### src/rtl/dw_batch_if.sv
// Handshake bundle for dw_batch: sample input side and batch-result output side.
interface dw_batch_if #(
  parameter int W  = 16,
  parameter int CH = 4
);
  logic                in_valid;
  logic                in_ready;
  logic [W-1:0]        unit_error;
  logic [CH*W-1:0]     input_signal;
  logic                out_valid;
  logic                out_ready;
  logic [CH*W-1:0]     renew_parameter;
  logic [CH-1:0]       sat_flag;

  modport master (
    output in_valid, unit_error, input_signal, out_ready,
    input  in_ready, out_valid, renew_parameter, sat_flag
  );

  modport slave (
    input  in_valid, unit_error, input_signal, out_ready,
    output in_ready, out_valid, renew_parameter, sat_flag
  );
endinterface

### src/rtl/dw_batch.sv
// Batched weight-gradient stage: accumulates unit_error*input_signal over 2^BATCH_LOG2 samples
// and emits the saturated batch mean per channel. Define DW_ROUND_EN to round half toward +inf.
module dw_batch #(
  parameter int W          = 16,
  parameter int FRAC       = 10,
  parameter int CH         = 4,
  parameter int BATCH_LOG2 = 3
) (
  input  logic      clk,
  input  logic      res,
  input  logic      clr,
  dw_batch_if.slave bus
);

  localparam int AW = 2*W + BATCH_LOG2;
  localparam int SH = FRAC + BATCH_LOG2;
  localparam logic [BATCH_LOG2-1:0] CNT_LAST = '1;
  localparam logic signed [AW:0] MAXV = $signed({{(AW+1-W){1'b0}}, {(W-1){1'b1}}});
  localparam logic signed [AW:0] MINV = $signed({{(AW+1-W){1'b1}}, {(W-1){1'b0}}});
  localparam logic signed [AW:0] RND  = $signed({{AW{1'b0}}, 1'b1} << (SH-1));

  typedef enum logic [1:0] {ACC, SUM, FORM, OUT} state_t;

  state_t                  state;
  state_t                  next_state;
  logic [BATCH_LOG2-1:0]   cnt;
  logic                    prod_valid;
  logic signed [2*W-1:0]   prod [CH];
  logic signed [AW-1:0]    acc  [CH];
  logic                    out_valid;
  logic [CH*W-1:0]         renew_parameter;
  logic [CH-1:0]           sat_flag;
  logic [CH*W-1:0]         form_data;
  logic [CH-1:0]           form_sat;
  logic signed [AW:0]      ext;
  logic signed [AW:0]      shf;
  logic                    accept;

  assign bus.in_ready        = (state == ACC) & res;
  assign bus.out_valid       = out_valid;
  assign bus.renew_parameter = renew_parameter;
  assign bus.sat_flag        = sat_flag;
  assign accept              = bus.in_valid & bus.in_ready & ~clr;

  always_ff @(posedge clk or negedge res) begin
    if (!res) state <= ACC;
    else      state <= next_state;
  end

  always_comb begin
    next_state = state;
    case (state)
      ACC:     if (accept && cnt == CNT_LAST) next_state = SUM;
      SUM:     next_state = FORM;
      FORM:    next_state = OUT;
      OUT:     if (bus.out_ready) next_state = ACC;
      default: next_state = ACC;
    endcase
    if (clr) next_state = ACC;
  end

  // Scale the accumulator back to the Q format and clamp to W bits.
  always_comb begin
    form_data = '0;
    form_sat  = '0;
    ext       = '0;
    shf       = '0;
    for (int c = 0; c < CH; c++) begin
      ext = {acc[c][AW-1], acc[c]};
`ifdef DW_ROUND_EN
      ext = ext + RND;
`endif
      shf = ext >>> SH;
      if (shf > MAXV) begin
        form_data[c*W +: W] = MAXV[W-1:0];
        form_sat[c]         = 1'b1;
      end else if (shf < MINV) begin
        form_data[c*W +: W] = MINV[W-1:0];
        form_sat[c]         = 1'b1;
      end else begin
        form_data[c*W +: W] = shf[W-1:0];
      end
    end
  end

  always_ff @(posedge clk or negedge res) begin
    if (!res) begin
      cnt             <= '0;
      prod_valid      <= 1'b0;
      out_valid       <= 1'b0;
      renew_parameter <= '0;
      sat_flag        <= '0;
      for (int c = 0; c < CH; c++) begin
        prod[c] <= '0;
        acc[c]  <= '0;
      end
    end else if (clr) begin
      cnt        <= '0;
      prod_valid <= 1'b0;
      out_valid  <= 1'b0;
      for (int c = 0; c < CH; c++) acc[c] <= '0;
    end else begin
      prod_valid <= accept;
      if (accept) begin
        cnt <= cnt + 1'b1;
        for (int c = 0; c < CH; c++)
          prod[c] <= $signed(bus.unit_error) * $signed(bus.input_signal[c*W +: W]);
      end
      if (state == OUT && bus.out_ready) begin
        out_valid <= 1'b0;
        cnt       <= '0;
        for (int c = 0; c < CH; c++) acc[c] <= '0;
      end else if (prod_valid) begin
        for (int c = 0; c < CH; c++)
          acc[c] <= acc[c] + {{BATCH_LOG2{prod[c][2*W-1]}}, prod[c]};
      end
      if (state == FORM) begin
        renew_parameter <= form_data;
        sat_flag        <= form_sat;
        out_valid       <= 1'b1;
      end
    end
  end

endmodule

### src/flat_wrapper.sv
// flat-port wrapper written by rule: the top's interface ports become plain ports
module dw_batch_flat 
#(
  parameter int W          = 16,
  parameter int FRAC       = 10,
  parameter int CH         = 4,
  parameter int BATCH_LOG2 = 3
)
  (clk, res, clr, bus_in_valid, bus_unit_error, bus_input_signal, bus_out_ready, bus_in_ready, bus_out_valid, bus_renew_parameter, bus_sat_flag);
  dw_batch_if #(.W(W), .CH(CH)) bus_i ();
  input  logic clk;
  input  logic res;
  input  logic clr;
  input wire logic [$bits(bus_i.in_valid)-1:0] bus_in_valid;
  input wire logic [$bits(bus_i.unit_error)-1:0] bus_unit_error;
  input wire logic [$bits(bus_i.input_signal)-1:0] bus_input_signal;
  input wire logic [$bits(bus_i.out_ready)-1:0] bus_out_ready;
  output wire logic [$bits(bus_i.in_ready)-1:0] bus_in_ready;
  output wire logic [$bits(bus_i.out_valid)-1:0] bus_out_valid;
  output wire logic [$bits(bus_i.renew_parameter)-1:0] bus_renew_parameter;
  output wire logic [$bits(bus_i.sat_flag)-1:0] bus_sat_flag;
  assign bus_i.in_valid = bus_in_valid;
  assign bus_i.unit_error = bus_unit_error;
  assign bus_i.input_signal = bus_input_signal;
  assign bus_i.out_ready = bus_out_ready;
  assign bus_in_ready = bus_i.in_ready;
  assign bus_out_valid = bus_i.out_valid;
  assign bus_renew_parameter = bus_i.renew_parameter;
  assign bus_sat_flag = bus_i.sat_flag;
  dw_batch #(.W(W), .FRAC(FRAC), .CH(CH), .BATCH_LOG2(BATCH_LOG2)) u_core (.clk(clk), .res(res), .clr(clr), .bus(bus_i));
endmodule
### config.mk
export PLATFORM = sky130hd
export DESIGN_NAME = dw_batch_flat
export DESIGN_NICKNAME = d
export VERILOG_FILES = /design/src/rtl/dw_batch_if.sv /design/src/rtl/dw_batch.sv /design/src/flat_wrapper.sv
export SDC_FILE = /design/constraint.sdc
export NUM_CORES = 2
export LEC_CHECK = 0
export CORE_ASPECT_RATIO = 0.5
export CORE_MARGIN = 4
export CORE_UTILIZATION = 50
export DETAILED_ROUTE_END_ITERATION = 10
export HOLD_SLACK_MARGIN = 0.06
export PLACE_DENSITY = 0.67
export REMOVE_ABC_BUFFERS = 1
export SYNTH_ARGS = -nofsm -noshare
export SYNTH_HDL_FRONTEND = slang
export SYNTH_SLANG_ARGS = --single-unit
### constraint.sdc
create_clock -name clk -period 9.3 [get_ports clk]
set_input_delay 1.395 -clock clk [delete_from_list [all_inputs] [get_ports clk]]
set_output_delay 1.395 -clock clk [all_outputs]
set_load 0.01 [all_outputs]
==> impl_metrics.env <==
export IMPL_status="finished, final reports clean"
export IMPL_die_h_um=251.1
export IMPL_crit_arrival_ps=8480
export IMPL_setup_tns_final_ps=0
export IMPL_antenna_found_initial=4
export IMPL_crit_family="adder cells"
export IMPL_drive_above_1_share_pct=2.898
export IMPL_cp_start_kind="input port"
export IMPL_finalCritPeriodShare_pct=86.13
export IMPL_relSlewSlack_pct=8.634
export IMPL_netlist_area_um2=59090
export IMPL_drc=0
export IMPL_vias=44306
export IMPL_synth_seq_area_share_pct=14.53
export IMPL_grtUsageTotal_pct=25.19
export IMPL_multi_input_area_um2=44890
export IMPL_path_cells="clkdlybuf4s50_1 > nand2_1 > fa_1 > inv_1 > fa_1 > inv_1 > fa_1 > inv_1 > fa_1 > fa_1 > inv_1 > fa_1 > inv_1 > ha_1 > and4_1 > nand4_1 > or4b_2 > a21boi_0 > o31a_1 > o21a_1 > nor3_1 > o31ai_1"
export IMPL_slew_viol_final=0
export IMPL_rsz0062_at_grt="false"
export IMPL_cp_depth=22
export IMPL_yosysTopAreaCell="fa_1"
export IMPL_worst_slack_ps=1290
export IMPL_nNetsFinal=8136
export IMPL_grt_max_degree=93
export IMPL_cp_slowest_cell="clkdlybuf4s50_1"
export IMPL_netlist_area_leader_share_pct=35.64
export IMPL_cp_max_fo=16
export IMPL_cap_violations=0
export IMPL_fin_cells=8132
export IMPL_syn_mean_instance_area_um2=9.028
export IMPL_dp_cells=8063
export IMPL_min_path_cells=2
export IMPL_drtIter0Drc=3048
export IMPL_register_area_um2=8587
export IMPL_synth_warnings=0
export IMPL_post_cts_buffers=0
export IMPL_final_common_cell="inv_1"
export IMPL_fin_crit_ps=8010
export IMPL_nFillCells=10436
export IMPL_dp_hpwl_um=121900
export IMPL_avgViaCountPerCell=5.448
export IMPL_max_freq_ghz=0.1248
export IMPL_cts_made_buffers=40
export IMPL_path_clk_slew_ps=60
export IMPL_cts_tree="built"
export IMPL_setup_viol=0
export IMPL_cpMostUsedCell="fa_1"
export IMPL_grt_pass1_vias=47685
export IMPL_finalHoldViolations=0
export IMPL_whs_ps=474.0
export IMPL_die_area_um2=124100
export IMPL_synth_edff_count=0
export IMPL_synthFlopType="dfrtp_1"
export IMPL_diodes=0
export IMPL_async_reset_ff_share_pct=100.0
export IMPL_area_growth_pct=7.460
export IMPL_numPortBuffers=154
export IMPL_ys_seq_elements=343
export IMPL_clk_path_buf_depth=3
export IMPL_netlist_instances=6545
export IMPL_insertion_delay_ps=560
export IMPL_dp_slack_ps=800.6
export IMPL_hp_class="reg2reg"
export IMPL_dr_pass1_iters=6
export IMPL_endpoint_kind="flop"
export IMPL_start_util_pct=50.82
export IMPL_rr_worst_depth=12
export IMPL_ios=155
export IMPL_crit_required_ps=9770
export IMPL_synth_area_leaders="fa_1 (36%), dfrtp_1 (15%), ha_1 (9.9%)"
export IMPL_tightestPinTransition_ps=1370
export IMPL_cts_root_buf="clkbuf_16"
export IMPL_core_area_um2=116300
export IMPL_skew_ps=13.91
export IMPL_drt_wirelength_per_cell_um=18.77
export IMPL_gp_congestion=0.9209
export IMPL_crit_buf_inv=6
export IMPL_cts_resized=0
export IMPL_wirelength_um=152700
export IMPL_grt_pass1_wl_um=253500
export IMPL_cpPeakStageDelay_ps=880
export IMPL_h_tree_depth=2
export IMPL_fp_dieW_um=494.2
export IMPL_globalRouteOverflowTotal=0
export IMPL_ant_nets=0
export IMPL_cts_sinks=343
export IMPL_synth_cell_types=73
export IMPL_final_cell_mix="inv_1 (1219), fa_1 (1052), nand2_1 (826)"
export IMPL_rows=88
export IMPL_hold_buffers=0
export IMPL_worstSetupPathType="in2reg"
path summary, 6_finish.rpt:
path,slack [ps],endpoint,from
setup / recovery,1290,u_core.prod[61],bus_input_signal[38]
hold / removal,470,u_core.bus.renew_parameter[25],u_core.bus.renew_parameter[25]
setup reg to reg,5480,u_core.acc[34],u_core.acc[0]
hold reg to reg,470,u_core.bus.renew_parameter[25],u_core.bus.renew_parameter[25]
max in group asynchronous,6420,u_core.prod[95],res
min in group asynchronous,680,u_core.bus.renew_parameter[13],res
cell type report:
| class | instances | area share, % |
|---|---|---|
| Tap cell | 1575 | 3.104 |
| Sequential cell | 343 | 13.52 |
| Timing Repair Buffer | 228 | 3.342 |
| Clock inverter | 13 | 0.2798 |
| Inverter | 1220 | 7.212 |
| Multi-Input combinational cell | 4697 | 70.69 |
| Clock buffer | 56 | 1.846 |
flip-flops by register name (all words and copies together), names as in the netlist:
signal / flops
u_core.bus.renew_parameter: 64
u_core.bus.sat_flag: 4
u_core.prod_valid: 1
u_core.bus.out_valid: 1
u_core.state: 2
u_core.acc: 140
u_core.prod: 128
u_core.cnt: 3
worst reg2reg max path, delay by kind of cell, from the launching register on:
family                     cells  cell delay, ps
adders and majority gates      2             710
DFF                            1             370
AOI/OAI and AO/OA              8            2280
and+or+nand+nor                1             100
muxes                          1             280
through the flow:
stage,area [um^2],utilization (%)
2_1_floorplan,58020,-
3_3_place_gp,62150,53.45
3_5_place_dp,62150,53.45
4_1_cts,63500,54.61
5_1_grt,63500,54.61
6_report,63500,54.61
synthesized netlist by cell type (all sizes together) (5+ instances only):
library cell and n:
nand3 61, a31oi 39, or4 14, a211o 9, o21bai 35, o41ai 8, o211ai 14, and4 10
xor2 68, a41oi 9, nor4 9, nor3 51, ha 469, and2 501, nor2 269, nor4b 5
o31ai 24, o21ai 323, mux2i 83, fa 1052, o2111ai 7, a31o 8, a21o 128, clkbuf 265
buf 20, or3 19, a311o 5, nand2 826, a21oi 207, nand2b 49, and3 32, or2 10
a211oi 40, nor3b 5, nand4 23, o21a 27, nor2b 28, a21boi 11, xnor2 169, dfrtp 343
o22ai 9, inv 1220
cell families (layout without fill, tap and decap cells):
group | after synthesis | in the layout | synth area share (%)
AND/OR/NAND/NOR | 1921 | 1921 | 15.60
adder cells (fa/ha/maj) | 1521 | 1521 | 45.57
buffers and inverters | 1505 | 1517 | 9.561
AO/OA/AOI/OAI | 935 | 935 | 9.821
flip-flops | 343 | 343 | 14.53
XOR/XNOR | 237 | 237 | 3.513
multiplexers | 83 | 83 | 1.406
routing by layer:
metal | track usage, % | vias to the layer above | part of all wire, % | wire [um]
met1 | 35.64 | 22381 | 45 | 68460
met4 | 6.109 | 0 | 2.4 | 3606
met3 | 3.994 | 210 | 7.1 | 10880
met2 | 40.87 | 1389 | 46 | 69720
met5 | 0 | - | 0 | 0
li1 | - | 20326 | - | -
Power is left out: the tool's default activity adds up to more than one toggle a clock period on the data nets, which glitch-free logic cannot reach.
